$ cat src/rtl/alu_pipe_pkg.sv
// AluCntrl operation encoding shared by the ALU pipe and its combinational core.
package control_signals;

    localparam int unsigned ALU_OP_W = 4;

    typedef enum logic [ALU_OP_W-1:0] {
        ALU_ADD      = 4'd0,
        ALU_SUB      = 4'd1,
        ALU_SHIFT_LL = 4'd2,
        ALU_SHIFT_RL = 4'd3,
        ALU_SHIFT_RA = 4'd4,
        ALU_SET_LT   = 4'd5,
        ALU_SET_LTU  = 4'd6,
        ALU_XOR      = 4'd7,
        ALU_OR       = 4'd8,
        ALU_AND      = 4'd9,
        ALU_PASS_A   = 4'd10,
        ALU_PASS_B   = 4'd11,
        ALU_PC_INC   = 4'd12
    } AluCntrl;

    localparam AluCntrl ALU_LAST_LEGAL = ALU_PC_INC;

endpackage

$ cat src/rtl/alu_pipe_core.sv
// Combinational AluCntrl datapath: (op, a, b) -> (result, err). Optional
// status flags are built only when ALU_PIPE_FLAGS_EN is defined.
module alu_core
    import control_signals::*;
#(
    parameter int unsigned WIDTH       = 32,
    parameter int unsigned PC_INC_STEP = 4
) (
    input  logic [ALU_OP_W-1:0] op,
    input  logic [WIDTH-1:0]    a,
    input  logic [WIDTH-1:0]    b,
    output logic [WIDTH-1:0]    result,
    output logic                err
`ifdef ALU_PIPE_FLAGS_EN
   ,output logic                zero,
    output logic                neg,
    output logic                carry,
    output logic                ovf
`endif
);

    localparam int unsigned SHW = $clog2(WIDTH);
    // Adders carry an extra bit only when the carry flag needs it.
`ifdef ALU_PIPE_FLAGS_EN
    localparam int unsigned EW = WIDTH + 1;
`else
    localparam int unsigned EW = WIDTH;
`endif

    logic [SHW-1:0] shamt;
    logic [EW-1:0]  sum;
    logic [EW-1:0]  diff;
    logic [EW-1:0]  inc;

    assign shamt = b[SHW-1:0];
    assign sum   = EW'(a) + EW'(b);
    assign diff  = EW'(a) + EW'(~b) + EW'(1);
    assign inc   = EW'(a) + EW'(PC_INC_STEP);

    always_comb begin
        result = '0;
        err    = 1'b0;
        case (op)
            ALU_ADD:      result = sum[WIDTH-1:0];
            ALU_SUB:      result = diff[WIDTH-1:0];
            ALU_SHIFT_LL: result = a << shamt;
            ALU_SHIFT_RL: result = a >> shamt;
            ALU_SHIFT_RA: result = $signed(a) >>> shamt;
            ALU_SET_LT:   result = {{(WIDTH-1){1'b0}}, $signed(a) < $signed(b)};
            ALU_SET_LTU:  result = {{(WIDTH-1){1'b0}}, a < b};
            ALU_XOR:      result = a ^ b;
            ALU_OR:       result = a | b;
            ALU_AND:      result = a & b;
            ALU_PASS_A:   result = a;
            ALU_PASS_B:   result = b;
            ALU_PC_INC:   result = inc[WIDTH-1:0];
            default:      err    = 1'b1;
        endcase
    end

`ifdef ALU_PIPE_FLAGS_EN
    localparam logic [WIDTH-1:0] STEP = WIDTH'(PC_INC_STEP);

    assign zero = (result == '0);
    assign neg  = result[WIDTH-1];

    // SUB carry is the no-borrow bit of a + ~b + 1.
    always_comb begin
        carry = 1'b0;
        ovf   = 1'b0;
        case (op)
            ALU_ADD: begin
                carry = sum[WIDTH];
                ovf   = (a[WIDTH-1] == b[WIDTH-1]) && (sum[WIDTH-1] != a[WIDTH-1]);
            end
            ALU_SUB: begin
                carry = diff[WIDTH];
                ovf   = (a[WIDTH-1] != b[WIDTH-1]) && (diff[WIDTH-1] != a[WIDTH-1]);
            end
            ALU_PC_INC: begin
                carry = inc[WIDTH];
                ovf   = (a[WIDTH-1] == STEP[WIDTH-1]) && (inc[WIDTH-1] != a[WIDTH-1]);
            end
            default: ;
        endcase
    end
`endif

endmodule

$ cat src/rtl/alu_pipe.sv
// Two-stage valid/ready ALU pipe with tag passthrough and illegal-op flagging.
// Define ALU_PIPE_FLAGS_EN to add registered zero/neg/carry/ovf outputs.
module alu_pipe
    import control_signals::*;
#(
    parameter int unsigned WIDTH       = 32,
    parameter int unsigned TAG_W       = 5,
    parameter int unsigned PC_INC_STEP = 4
) (
    input  logic                clk,
    input  logic                rst_n,
    input  logic                in_valid,
    output logic                in_ready,
    input  logic [ALU_OP_W-1:0] in_op,
    input  logic [WIDTH-1:0]    in_a,
    input  logic [WIDTH-1:0]    in_b,
    input  logic [TAG_W-1:0]    in_tag,
    output logic                out_valid,
    input  logic                out_ready,
    output logic [WIDTH-1:0]    out_result,
    output logic [TAG_W-1:0]    out_tag,
    output logic                out_err
`ifdef ALU_PIPE_FLAGS_EN
   ,output logic                out_zero,
    output logic                out_neg,
    output logic                out_carry,
    output logic                out_ovf
`endif
);

    logic                valid_s1;
    logic                valid_s2;
    logic [ALU_OP_W-1:0] op_s1;
    logic [WIDTH-1:0]    a_s1;
    logic [WIDTH-1:0]    b_s1;
    logic [TAG_W-1:0]    tag_s1;
    logic                rdy1;
    logic                rdy2;
    logic [WIDTH-1:0]    core_result;
    logic                core_err;
`ifdef ALU_PIPE_FLAGS_EN
    logic                core_zero;
    logic                core_neg;
    logic                core_carry;
    logic                core_ovf;
`endif

    // An empty stage always accepts, so bubbles collapse under backpressure.
    assign rdy2      = !valid_s2 || out_ready;
    assign rdy1      = !valid_s1 || rdy2;
    assign in_ready  = rdy1;
    assign out_valid = valid_s2;

    alu_core #(
        .WIDTH       (WIDTH),
        .PC_INC_STEP (PC_INC_STEP)
    ) u_core (
        .op     (op_s1),
        .a      (a_s1),
        .b      (b_s1),
        .result (core_result),
        .err    (core_err)
`ifdef ALU_PIPE_FLAGS_EN
       ,.zero   (core_zero),
        .neg    (core_neg),
        .carry  (core_carry),
        .ovf    (core_ovf)
`endif
    );

    always_ff @(posedge clk or negedge rst_n) begin
        if (!rst_n) begin
            valid_s1 <= 1'b0;
            op_s1    <= '0;
            a_s1     <= '0;
            b_s1     <= '0;
            tag_s1   <= '0;
        end else if (rdy1) begin
            valid_s1 <= in_valid;
            if (in_valid) begin
                op_s1  <= in_op;
                a_s1   <= in_a;
                b_s1   <= in_b;
                tag_s1 <= in_tag;
            end
        end
    end

    always_ff @(posedge clk or negedge rst_n) begin
        if (!rst_n) begin
            valid_s2   <= 1'b0;
            out_result <= '0;
            out_tag    <= '0;
            out_err    <= 1'b0;
`ifdef ALU_PIPE_FLAGS_EN
            out_zero   <= 1'b0;
            out_neg    <= 1'b0;
            out_carry  <= 1'b0;
            out_ovf    <= 1'b0;
`endif
        end else if (rdy2) begin
            valid_s2 <= valid_s1;
            if (valid_s1) begin
                out_result <= core_result;
                out_tag    <= tag_s1;
                out_err    <= core_err;
`ifdef ALU_PIPE_FLAGS_EN
                out_zero   <= core_zero;
                out_neg    <= core_neg;
                out_carry  <= core_carry;
                out_ovf    <= core_ovf;
`endif
            end
        end
    end

endmodule

$ cat config.mk
export PLATFORM = sky130hd
export DESIGN_NAME = alu_pipe
export DESIGN_NICKNAME = d
export VERILOG_FILES = /design/src/rtl/alu_pipe_pkg.sv /design/src/rtl/alu_pipe_core.sv /design/src/rtl/alu_pipe.sv
export SDC_FILE = /design/constraint.sdc
export NUM_CORES = 1
export LEC_CHECK = 0
export CORE_MARGIN = 8
export CORE_UTILIZATION = 31
export DETAILED_ROUTE_END_ITERATION = 7
export PLACE_DENSITY_LB_ADDON = 0.12
export SYNTH_ARGS = -nofsm -noshare
export SYNTH_HDL_FRONTEND = slang
export SYNTH_HIERARCHICAL = 1
export SYNTH_SLANG_ARGS = --single-unit
$ cat constraint.sdc
create_clock -name clk -period 5.05 [get_ports clk]
set_clock_uncertainty 0.15 [all_clocks]
set_input_delay 0.7575 -clock clk [delete_from_list [all_inputs] [get_ports clk]]
set_output_delay 0.7575 -clock clk [all_outputs]
set_load 0.005 [all_outputs]
# Word-level counts from Yosys, hierarchy flattened
# Cells that the tools add are included.
word_totals:
  input_bits: 77
  out_inout_bits: 40
  latch_bits: 0
  romBits: 0
  n_memories: 0
  reg_bits: 113
  ram_bits: 0
  wordCells: 44
op_classes:
  order_cmp: 2
  bitwise: 4
  mux: 2
  n_mul: 0
  div: 0
  shift: 3
  reduce_logical: 8
  eq_ne: 12
  addsub: 4
ops:
  columns: ["operator", "n"]
  rows:
  - ["32-bit case mux with 13 select lines", 1]
  - ["32-bit adder", 2]
  - ["32-bit less-than comparator", 2]
  - ["32-bit by 1-bit adder with 32-bit output (second input constant)", 1]
  - ["32-bit by 3-bit adder with 32-bit output (second input constant)", 1]
  - ["32-bit AND", 1]
  - ["32-bit NOT", 1]
  - ["32-bit bitwise OR", 1]
  - ["32-bit by 5-bit << shifter with 32-bit output", 1]
  - ["32-bit by 5-bit >> shifter with 32-bit output", 1]
  - ["32-bit by 5-bit >>> shifter with 32-bit output", 1]
  - ["32-bit bitwise XOR", 1]
  - ["4-bit == test (second input constant)", 5]
  - ["4-bit by 3-bit == test with 1-bit output (second input constant)", 4]
  - ["13-bit OR reduction", 1]
  - ["4-bit by 2-bit == test with 1-bit output (second input constant)", 2]
  - ["4-bit by 1-bit == test with 1-bit output (second input constant)", 1]
  - ["4-bit zero test", 1]
  - ["2-bit AND reduction", 2]
  - ["1-bit zero test", 2]
  - ["1-bit logical OR", 2]
  - ["1-bit two-way mux", 1]

# Depth between registers and ports, before layout
depth:
  depth_word: 4
  ltp_mapped: 16
  mapped_depth_nobuf: 13

# Modules after synthesis
# The synthesis kept the hierarchy.
modules_own_cells:
  columns: ["module", "area_each_um2", "n_inst", "seq_area_each_um2", "cells_per_inst"]
  rows:
  - ["alu_core", 10113.4, 1, 0.0, 1573]
  - ["alu_pipe", 4683.2, 1, 2827.7, 241]

# Least setup slack after synthesis
# OpenSTA, ideal clock, no wires.
synth_timing:
  path_kind: "reg-to-reg"
  from: "register b_s1[2]"
  to: "register out_result[28]"
  setup_slack_ps: 895
  path_stages_with_launch: 17
  required_time_ps: 4775
  t_arrival_ps: 3880
  setup_ps: 125
  n_path_buf: 4
  period_less_slack_ps: 4155
  path_cell_list: "dfrtp_1 inv_1 buf_2 buf_1 clkbuf_1 ha_1 buf_2 nor3_1 o311ai_1 a31oi_1 a21oi_1 o31ai_2 a221oi_4 o311ai_1 mux2i_1 nand4_1 mux2_4"
synth_between:
  elab_chain_len: 4
  word_cells_on_any_way: 8
  classes_between: "add/sub (3); shift (3); mux (1); bitwise (1)"
synth_rtl:
  columns: ["element", "line_no", "rtl"]
  rows:
  - ["start, declared", "alu_pipe.sv:35", "logic [WIDTH-1:0] b_s1;"]
  - ["start signal, assigned", "alu_pipe.sv:83", "b_s1 <= in_b;"]
  - ["32-bit NOT", "alu_pipe_core.sv:37", "assign diff = EW'(a) + EW'(~b) + EW'(1);"]
  - ["32-bit adder", "alu_pipe_core.sv:37", null]
  - ["32-bit by 1-bit adder with 32-bit output", "alu_pipe_core.sv:37", null]
  - ["32-bit case mux with 13 select lines (*)", "alu_pipe_core.sv:43", "case (op)"]
  - ["named net core_result[28]", "alu_pipe.sv:39", "logic [WIDTH-1:0] core_result;"]
  - ["end signal, assigned", "alu_pipe.sv:104", "out_result <= core_result;"]
  - ["end, declared", "alu_pipe.sv:20", "output logic [WIDTH-1:0] out_result,"]
# Mark *: on every way through the listed nets, which the timed path passes. The rest lies on a longest branch.
# A chain may end at the register's enable or synchronous reset.

# Final worst setup path
layout_timing:
  from: "register b_s1[0]"
  to: "register out_result[28]"
# Same word-level chain as after synthesis.

==> impl_metrics.toml <==
[logic_synthesis]
synth_area_leaders = "dfrtp_1 (19%), ha_1 (9.3%), mux2_4 (9.1%)"
synth.avg_cell_area_um2 = 8.16
synth_cell_types = 96
synth-warning-count = 6
synthesis.instances = 1814
synth_area_mm2 = 0.0148
async_reset_ff_frac = 1.00
synth_nets = 2003
synth-main-ff-cell = "dfrtp_1"
synth.most_common_cell = "nor2_1"
ys_top_cells_by_count = "nor2_1 (198), a21oi_1 (163), nand2_1 (143)"
synth_top_area_cell = "dfrtp_1"
synth_top_area_share = 0.191
ys_seq_area_frac = 0.191
synth_seq_cells = 113
synth_edf_count = 0

[worst_setup_path]
reg2reg_slack_ns = 0.37
cp-start-kind = "flop"
reg2reg_depth = 12
cp-end-kind = "flop"
crit_required_ns = 5.25
rr_startpoint = "b_s1[0]$_DFFE_PN0P_"
crit_type = "reg -> reg"
crit_arrival_ns = 4.88
rr_endpoint = "out_result[28]$_DFFE_PN0P_"
cp_max_fo = 5

[clocking]
cts_htree_levels = 4
cts_hold_buffers = 0
clock_path_buffers = 2
cts_buffers = 17
tritoncts = "yes"
cts_setup_buffers = 0
path_clk_slew_ns = 0.06
cts_root_buf = "clkbuf_16"
worstSkewPairLatency_ns = 0.47
ctsResizeCount = 0
clock_sinks = 113

[sta]
fin_tns_setup_ns = 0
period_share = 0.927
rsz0062_at_grt = "false"
min_period_ns = 4.68
max_freq_mhz = 214
relSlewSlack = 0.213
hold_viol_final = 0
setup_violations = 0
whs_ns = 0.144
slew_violations = 0
tightest_slew_ns = 1.17

[power_and_ir_drop]
ir_worst_vdd_uv = 293
power.total_mw = 6.94
power-per-cell-area_mw_per_mm2 = 404
leakage_nw = 7.36

[final_layout]
area_delta_synth_final_pct = 16.3
fin_nets = 2065
drive_above_1_share = 0.156
seq_area_mm2 = 0.00284
fin_area_mm2 = 0.0172
fill_cells = 4995
instances_no_fill = 2504
diodes = 0
multi_input_area_mm2 = 0.0108

[detailed_routing]
post_drt_wl_per_cell_um = 27.3
ant_nets = 0
vias = 15197
drc_errors = 0
vias_per_cell = 6.07
totalWireLength_um = 68400
drt_first_pass_iters = 7
drt_iter0_drc = 1753

[floorplanning]
start_util = 0.312
core_mm2 = 0.0474
die-area_mm2 = 0.0550
die_h_um = 234
num_io_pins = 117
fp-row-count = 80
die_x_um = 234

[place]
place_congestion = 0.998
post_dp_cell_area_mm2 = 0.0165
dp_hpwl_um = 51700
port-buffer-count = 116
dp.cells = 2472

[global_routing]
grt_pass1_wl_um = 102000
antenna_found_initial = 1
grt_pass1_vias = 15073
grt_max_degree = 98
overflow = 0
globalRouteTotalUtil = 0.248

[run_status]
status = "completed"

[worst_hold_path]
hold_path_class = "in -> async"

[run]
cap_violations = 0
how the worst max path moves through the flow:
stage | startpoint | depth (start not counted) | end | slack (ns)
6_report | b_s1[0]$_DFFE_PN0P_ | 12 | out_result[28]$_DFFE_PN0P_ | 0.37
5_1_grt | a_s1[0]$_DFFE_PN0P_ | 12 | out_result[28]$_DFFE_PN0P_ | 0.18
4_1_cts | b_s1[0]$_DFFE_PN0P_ | 12 | out_result[28]$_DFFE_PN0P_ | 0.47
3_5_place_dp | b_s1[0]$_DFFE_PN0P_ | 12 | out_result[28]$_DFFE_PN0P_ | 0.50
3_3_place_gp | b_s1[0]$_DFFE_PN0P_ | 12 | out_result[28]$_DFFE_PN0P_ | 0.55
2_1_floorplan | b_s1[2]$_DFFE_PN0P_ | 16 | out_result[28]$_DFFE_PN0P_ | 0.89
cell usage in the layout (no fill, tap or decap), drive strengths merged, types with 9 or more instances in the layout:
master         Yosys  routed
a211o              9       9
a211oi            34      34
a21o              21      21
a21oi            165     165
a221o             15      15
a221oi            31      31
a22oi             16      16
a31oi             10      10
buf               61      76
clkbuf            87      17
clkdlybuf4s50      0     115
dfrtp            113     113
ha               110     110
inv              103     107
mux2             128     128
mux2i             47      47
mux4              23      23
nand2            145     145
nand2b            15      15
nand3             37      37
nand4             25      25
nor2             199     199
nor2b              9       9
nor3              43      43
nor4              10      10
o211ai            16      16
o21ai            119     119
o21bai            11      11
o221ai            23      23
o22ai             24      24
o31ai             12      12
xnor2             27      27
state kept, by name, summed over array words and instances (netlist names):
signal and count:
out_valid 1, out_result 32, out_tag 5, tag_s1 5, b_s1 32, a_s1 32, valid_s1 1, out_err 1
op_s1 4
report_power, final:
| part | switching [mW] | total, mW | internal, mW |
|---|---|---|---|
| logic | 2.48 | 4.18 | 1.70 |
| registers | 0.254 | 1.39 | 1.13 |
| clock network | 0.496 | 1.38 | 0.879 |
| total | 3.23 | 6.94 | 3.72 |
worst max-delay path: stages, from the launching register on:
cell and delay (ns):
dfrtp_4 0.51, ha_1 0.25, fa_1 0.46, a211oi_1 0.37, nor3b_1 0.16, o311ai_0 0.87
nand4_1 0.49, a21boi_0 0.54, nor3_1 0.09, a31o_2 0.23, nand2_1 0.06, nand4_1 0.09
mux2_4 0.29
routing by layer:
layer  part of all wire  wire, um  vias up  global-route usage
met5            0.00019        13        -                   0
met4              0.036      2490        2              0.0979
met3              0.080      5480      130              0.0494
met2               0.44     30200      753               0.378
met1               0.44     30200     7476               0.341
li1                   -         -     6836                   -
cell families after synthesis:
family,after synthesis,share of synthesized area
multiplexers,198,0.187
AND/OR/NAND/NOR,534,0.168
adder cells (fa/ha/maj),112,0.0957
buffers and inverters,252,0.0802
XOR/XNOR,29,0.0172
AO/OA/AOI/OAI,576,0.261
flip-flops,113,0.191
metrics by stage:
| step | setup WS [ns] | util |
|---|---|---|
| final | 0.368 | 0.363 |
| after global routing | 0.181 | 0.363 |
| after CTS | 0.472 | 0.363 |
| after detailed placement | 0.500 | 0.349 |
| after global placement | 0.546 | 0.349 |
| after floorplan | 0.895 | - |
cell type report:
type                            count  area share
Tap cell                          615      0.0447
Timing Repair Buffer              191       0.102
Multi-Input combinational cell   1449       0.627
Clock inverter                     15      0.0135
Inverter                          104      0.0227
Clock buffer                       17      0.0247
Sequential cell                   113       0.165
No activity file was read; power rests on OpenSTA's default activity.
